`src/rtl/pipe_hazard_ctrl.sv`:
```
// Post-decode scoreboard for the in-order pipeline: load-use stall, operand
// bypass selection, squash handling, W-stage write controls and event counters.
module pipe_hazard_ctrl #(
    parameter int S        = 3,
    parameter int AW       = 5,
    parameter int LD_STAGE = 2,
    parameter int CNT_W    = 16,
    localparam int SW      = $clog2(S + 1)
) (
    input  logic             clk,
    input  logic             rst,
    input  logic             d_val,
    input  logic             d_rs1_en,
    input  logic [AW-1:0]    d_rs1,
    input  logic             d_rs2_en,
    input  logic [AW-1:0]    d_rs2,
    input  logic             d_wen,
    input  logic [AW-1:0]    d_waddr,
    input  logic             d_is_load,
    input  logic             squash_D,
    output logic             stall_D,
    output logic             reg_en_F,
    output logic             reg_en_D,
    output logic [SW-1:0]    byp_sel1,
    output logic [SW-1:0]    byp_sel2,
    output logic [S-1:0]     val_vec,
    output logic             rf_wen_W,
    output logic [AW-1:0]    rf_waddr_W,
    output logic [CNT_W-1:0] stall_cnt,
    output logic [CNT_W-1:0] squash_cnt
);

    logic [S-1:0]  val_q;
    logic [S-1:0]  wen_q;
    logic [S-1:0]  ld_q;
    logic [AW-1:0] waddr_q [S];
    logic          haz1;
    logic          haz2;
    logic          accept_d;

    // Walk oldest to youngest so the youngest matching stage wins, even when
    // an older match would already be bypassable.
    always_comb begin
        byp_sel1 = '0;
        byp_sel2 = '0;
        haz1     = 1'b0;
        haz2     = 1'b0;
        for (int k = S; k >= 1; k--) begin
            if (val_q[k-1] && wen_q[k-1] && (waddr_q[k-1] == d_rs1)) begin
                byp_sel1 = SW'(k);
                haz1     = ld_q[k-1] && (k < LD_STAGE);
            end
            if (val_q[k-1] && wen_q[k-1] && (waddr_q[k-1] == d_rs2)) begin
                byp_sel2 = SW'(k);
                haz2     = ld_q[k-1] && (k < LD_STAGE);
            end
        end
        if (!d_val || !d_rs1_en || (d_rs1 == '0)) begin
            byp_sel1 = '0;
            haz1     = 1'b0;
        end
        if (!d_val || !d_rs2_en || (d_rs2 == '0)) begin
            byp_sel2 = '0;
            haz2     = 1'b0;
        end
    end

    assign stall_D    = d_val && !squash_D && (haz1 || haz2);
    assign reg_en_F   = !stall_D;
    assign reg_en_D   = !stall_D;
    assign accept_d   = d_val && !stall_D && !squash_D;
    assign val_vec    = val_q;
    assign rf_wen_W   = val_q[S-1] && wen_q[S-1];
    assign rf_waddr_W = waddr_q[S-1];

    // Stage 1 takes the D instruction or a bubble; the address of a bubble is
    // never looked at, so it simply follows d_waddr.
    always_ff @(posedge clk or negedge rst) begin
        if (!rst) begin
            val_q      <= '0;
            wen_q      <= '0;
            ld_q       <= '0;
            for (int k = 0; k < S; k++) begin
                waddr_q[k] <= '0;
            end
            stall_cnt  <= '0;
            squash_cnt <= '0;
        end else begin
            val_q <= {val_q[S-2:0], accept_d};
            wen_q <= {wen_q[S-2:0], accept_d && d_wen};
            ld_q  <= {ld_q[S-2:0], accept_d && d_is_load};
            for (int k = S - 1; k >= 1; k--) begin
                waddr_q[k] <= waddr_q[k-1];
            end
            waddr_q[0] <= d_waddr;
            if (stall_D && (stall_cnt != '1)) begin
                stall_cnt <= stall_cnt + 1'b1;
            end
            if (squash_D && d_val && (squash_cnt != '1)) begin
                squash_cnt <= squash_cnt + 1'b1;
            end
        end
    end

endmodule

```
`config.mk`:
```
export PLATFORM = sky130hd
export DESIGN_NAME = pipe_hazard_ctrl
export DESIGN_NICKNAME = d
export VERILOG_FILES = /design/src/rtl/pipe_hazard_ctrl.sv
export SDC_FILE = /design/constraint.sdc
export NUM_CORES = 1
export LEC_CHECK = 0
export ABC_AREA = 1
export ABC_CLOCK_PERIOD_IN_PS = 3100
export CORE_ASPECT_RATIO = 0.7
export CORE_MARGIN = 2
export CORE_UTILIZATION = 28
export CTS_CLUSTER_DIAMETER = 30
export DETAILED_ROUTE_END_ITERATION = 6
export PLACE_DENSITY_LB_ADDON = 0.3
export SLEW_MARGIN = 20
export SYNTH_ARGS = -nofsm -noshare
export SYNTH_HDL_FRONTEND = slang
export SYNTH_SLANG_ARGS = --single-unit
export TNS_END_PERCENT = 100
```
`constraint.sdc`:
```
create_clock -name clk -period 3.1 [get_ports clk]
set_input_delay 0.62 -clock clk [delete_from_list [all_inputs] [get_ports clk]]
set_output_delay 0.62 -clock clk [all_outputs]
set_load 0.03 [all_outputs]
```
==> results.py, run 1 <==
metrics = {
    "run_status": {
        "status": "finished clean",
    },
    "cts": {
        "tritoncts": "done",
        "cts_buffers": 5,
        "cts_max_path_buffers": 2,
        "cts_root_buffer": "clkbuf_16",
        "cts_hold_buf": 0,
        "cts_resized": 0,
        "clkSinkCount": 54,
        "post-cts-setup-buffers": 0,
        "clk_latency_ns": 0.29,
        "htree_levels": 2,
        "clkSlewWorstSetupHoldPaths_ns": 0.07,
    },
    "final_layout": {
        "drive_gt1_frac": 0.0928,
        "syn2layout_area_growth_pct": 31.4,
        "diodes": 0,
        "fin_nets": 466,
    },
    "sta": {
        "slew_viol_final": 0,
        "fin_skew_ns": 0.00621,
        "hold_ws_ns": 0.292,
        "slew_headroom": 0.671,
        "setup_viol": 0,
        "fmax_mhz": 353,
        "rsz0062_at_grt": "false",
        "finalHoldViolCount": 0,
        "finalSetupTns_ns": 0,
        "fin_ws_ns": 0.269,
        "worst_pin_slew_ns": 0.493,
        "period_needed_ns": 2.83,
        "post-route-period-util": 0.913,
    },
    "critical_path": {
        "crit_path_end_kind": "primary output",
        "arrival_ns": 2.21,
        "crit_fanout": 4,
        "cp_data_required_time_ns": 2.48,
        "reg2reg_depth": 7,
        "rrSetupSlack_ns": 1.27,
        "setup.worst_path.class": "in2out",
        "critPathLaunchType": "primary input",
        "reg2reg_from": "stall_cnt[0]",
        "r2r-end": "stall_cnt[2]",
    },
    "grt": {
        "grt_start_max_net_pins": 21,
        "grt_usage": 0.142,
        "grt_overflow_total": 0,
        "grt_first_pass_wirelength_mm": 13.2,
        "grt_pass1_vias": 2551,
        "antenna_found_initial": 0,
    },
    "synth": {
        "synth_top_area_share": 0.451,
        "syn_area_um2": 3000,
        "synth_cells": 371,
        "ys_ff_latch": 54,
        "synth_top_area_cell": "dfrtp_1",
        "yosysWarnings": 0,
        "syn_area_per_cell_um2": 8.07,
        "yosysSeqAreaShare": 0.451,
        "synthArstFlopShare": 1.00,
        "synth_area_leaders": "dfrtp_1 45%, nand2_1 14%, xor2_1 7.3%",
        "ys_top_cells_by_count": "109 x nand2_1, 54 x dfrtp_1, 35 x nor2_1",
        "syn-num-nets": 396,
        "synth_most_common_cell": "nand2_1",
        "synth_cell_types": 34,
        "synthFlopType": "dfrtp_1",
        "synth-edff-count": 0,
    },
    "placement": {
        "dp_slack_ns": 0.297,
        "finalWeightedCongestion": 0.918,
        "hpwl_mm": 6.16,
        "port_buffers": 70,
    },
    "pwr": {
        "pwr-share-comb": 0.204,
        "power_switching_mw": 0.506,
        "powerDensity_nw_per_um2": 435,
        "vdd_drop_max_uv": 217,
        "p_int_mw": 1.21,
        "power.share.switching": 0.295,
        "p_clk_frac": 0.317,
        "p_leak_nw": 1.85,
        "power_frac_seq": 0.479,
    },
    "die": {
        "chipWidth_um": 128,
        "initial_utilization": 0.288,
        "dieHeight_um": 90.5,
        "ios": 71,
        "num_rows": 31,
        "coreArea_um2": 10400,
        "die-area_um2": 11600,
    },
    "detailed_routing": {
        "num_vias": 2665,
        "drt-wirelength-per-cell_um": 13.7,
        "dr.first_iter.drc_count": 140,
        "vias_per_cell": 4.64,
        "drt_wl_total_mm": 7.88,
        "first_pass_iters": 4,
        "ant_nets": 0,
        "drc": 0,
    },
    "run": {
        "max-cap-violations": 0,
    },
    "min_path": {
        "min_path_type": "in2async",
    },
}
-- power groups by stage --
stage	Sequential [mW]	Clock [mW]	Combinational [mW]
after CTS	0.821	0.566	0.353
after global routing	0.829	0.598	0.375
after detailed placement	0.835	0	0.352
after floorplan	0.899	0	0.116
final	0.821	0.543	0.349
after global placement	0.834	0	0.352
-- cells by family after synthesis --
| kind of cell | Yosys count | synth area share |
|---|---|---|
| mux | 1 | 0.00376 |
| fa+ha+maj | 2 | 0.00835 |
| simple gates | 205 | 0.314 |
| xor+xnor | 35 | 0.102 |
| compound gates | 21 | 0.0439 |
| flops | 54 | 0.451 |
| buf+inv | 53 | 0.0769 |
-- sequential cells by signal, indices dropped and copies added, names as in the netlist --
name        flops
ld_q            1
rf_waddr_W      5
squash_cnt     16
stall_cnt      16
val_vec         3
waddr_q        10
wen_q           3
-- area by class of cell --
cell class,instances,area (um^2)
fill,1092,6460
clock buffer,6,129
multi-input combinational,264,1410
inverter,43,161
clock inverter,2,13.8
sequential,54,1350
timing repair buffer,73,701
tap,132,165
-- worst max-delay path: stages --
cell and delay [ns]:
clkdlybuf4s50_1 0.57, inv_2 0.10, nand2_1 0.06, nand3_1 0.10, nor2_2 0.18, nand3_1 0.10
nand2_1 0.09, nand3_1 0.14, inv_1 0.08, buf_4 0.15
-- per-layer routing --
metal / vias up / wire [um] / GRT usage
met1: 1242 / 3910 / 0.212
met4: 0 / 80 / 0.0302
li1: 1327 / - / -
met3: 8 / 496 / 0.0344
met2: 88 / 3390 / 0.207
met5: - / 0 / 0
-- placed cells by master, fill, tap and decap left out, types with 2 or more instances in the layout --
master           Yosys  final
buf_4                6     10
clkdlybuf4s50_1      0     62
a211oi_1             2      2
nor2_2               4      4
dfrtp_1             54     54
nand4_1             21     21
nand3_1             19     19
nand2_1            109    109
clkbuf_16            0      5
xor2_1              25     25
inv_1               34     34
o22ai_1              6      6
a21oi_1              8      8
inv_2                9      9
nor2_1              35     35
ha_1                 2      2
nor3_1               8      8
xnor2_1             10     10
-- metrics by stage --
stage / area [um^2] / utilization / std cells / power [mW]
after global placement: 3790 / 0.365 / 566 / 1.19
after floorplan: 3000 / - / 371 / 1.02
after CTS: 3940 / 0.379 / 574 / 1.74
after global routing: 3940 / 0.379 / 574 / 1.80
final: 3940 / 0.379 / 574 / 1.71
after detailed placement: 3790 / 0.365 / 566 / 1.19
-- how the worst max path moves through the flow --
stage / startpoint / to / slack, ns / cells past startpoint
detailed placement: d_rs2[2] / stall_D / 0.30 / 10
global placement: d_rs1[1] / byp_sel1[0] / 0.27 / 7
finish: d_rs1[0] / stall_D / 0.27 / 10
floorplan: d_rs1[4] / byp_sel1[0] / 0.74 / 4
global route: d_rs1[0] / stall_D / 0.07 / 10
CTS: d_rs2[2] / stall_D / 0.29 / 10
(Power assumes the default switching activity.)
==> inputs of run 2 (changes only) <==
--- a/config.mk
+++ b/config.mk
@@ -13,7 +13,6 @@
 export CTS_CLUSTER_DIAMETER = 30
 export DETAILED_ROUTE_END_ITERATION = 6
 export PLACE_DENSITY_LB_ADDON = 0.3
-export SLEW_MARGIN = 20
 export SYNTH_ARGS = -nofsm -noshare
 export SYNTH_HDL_FRONTEND = slang
 export SYNTH_SLANG_ARGS = --single-unit
==> results of run 2 <==
The final DEF is identical to that of run 1; final timing and power are the same.
==> inputs of run 3 (changes only) <==
--- a/config.mk
+++ b/config.mk
@@ -12,6 +12,7 @@
 export CORE_UTILIZATION = 28
 export CTS_CLUSTER_DIAMETER = 30
 export DETAILED_ROUTE_END_ITERATION = 6
+export HOLD_SLACK_MARGIN = 0.03
 export PLACE_DENSITY_LB_ADDON = 0.3
 export SYNTH_ARGS = -nofsm -noshare
 export SYNTH_HDL_FRONTEND = slang
==> results of run 3 <==
The final DEF is identical to that of run 1; final timing and power are the same.
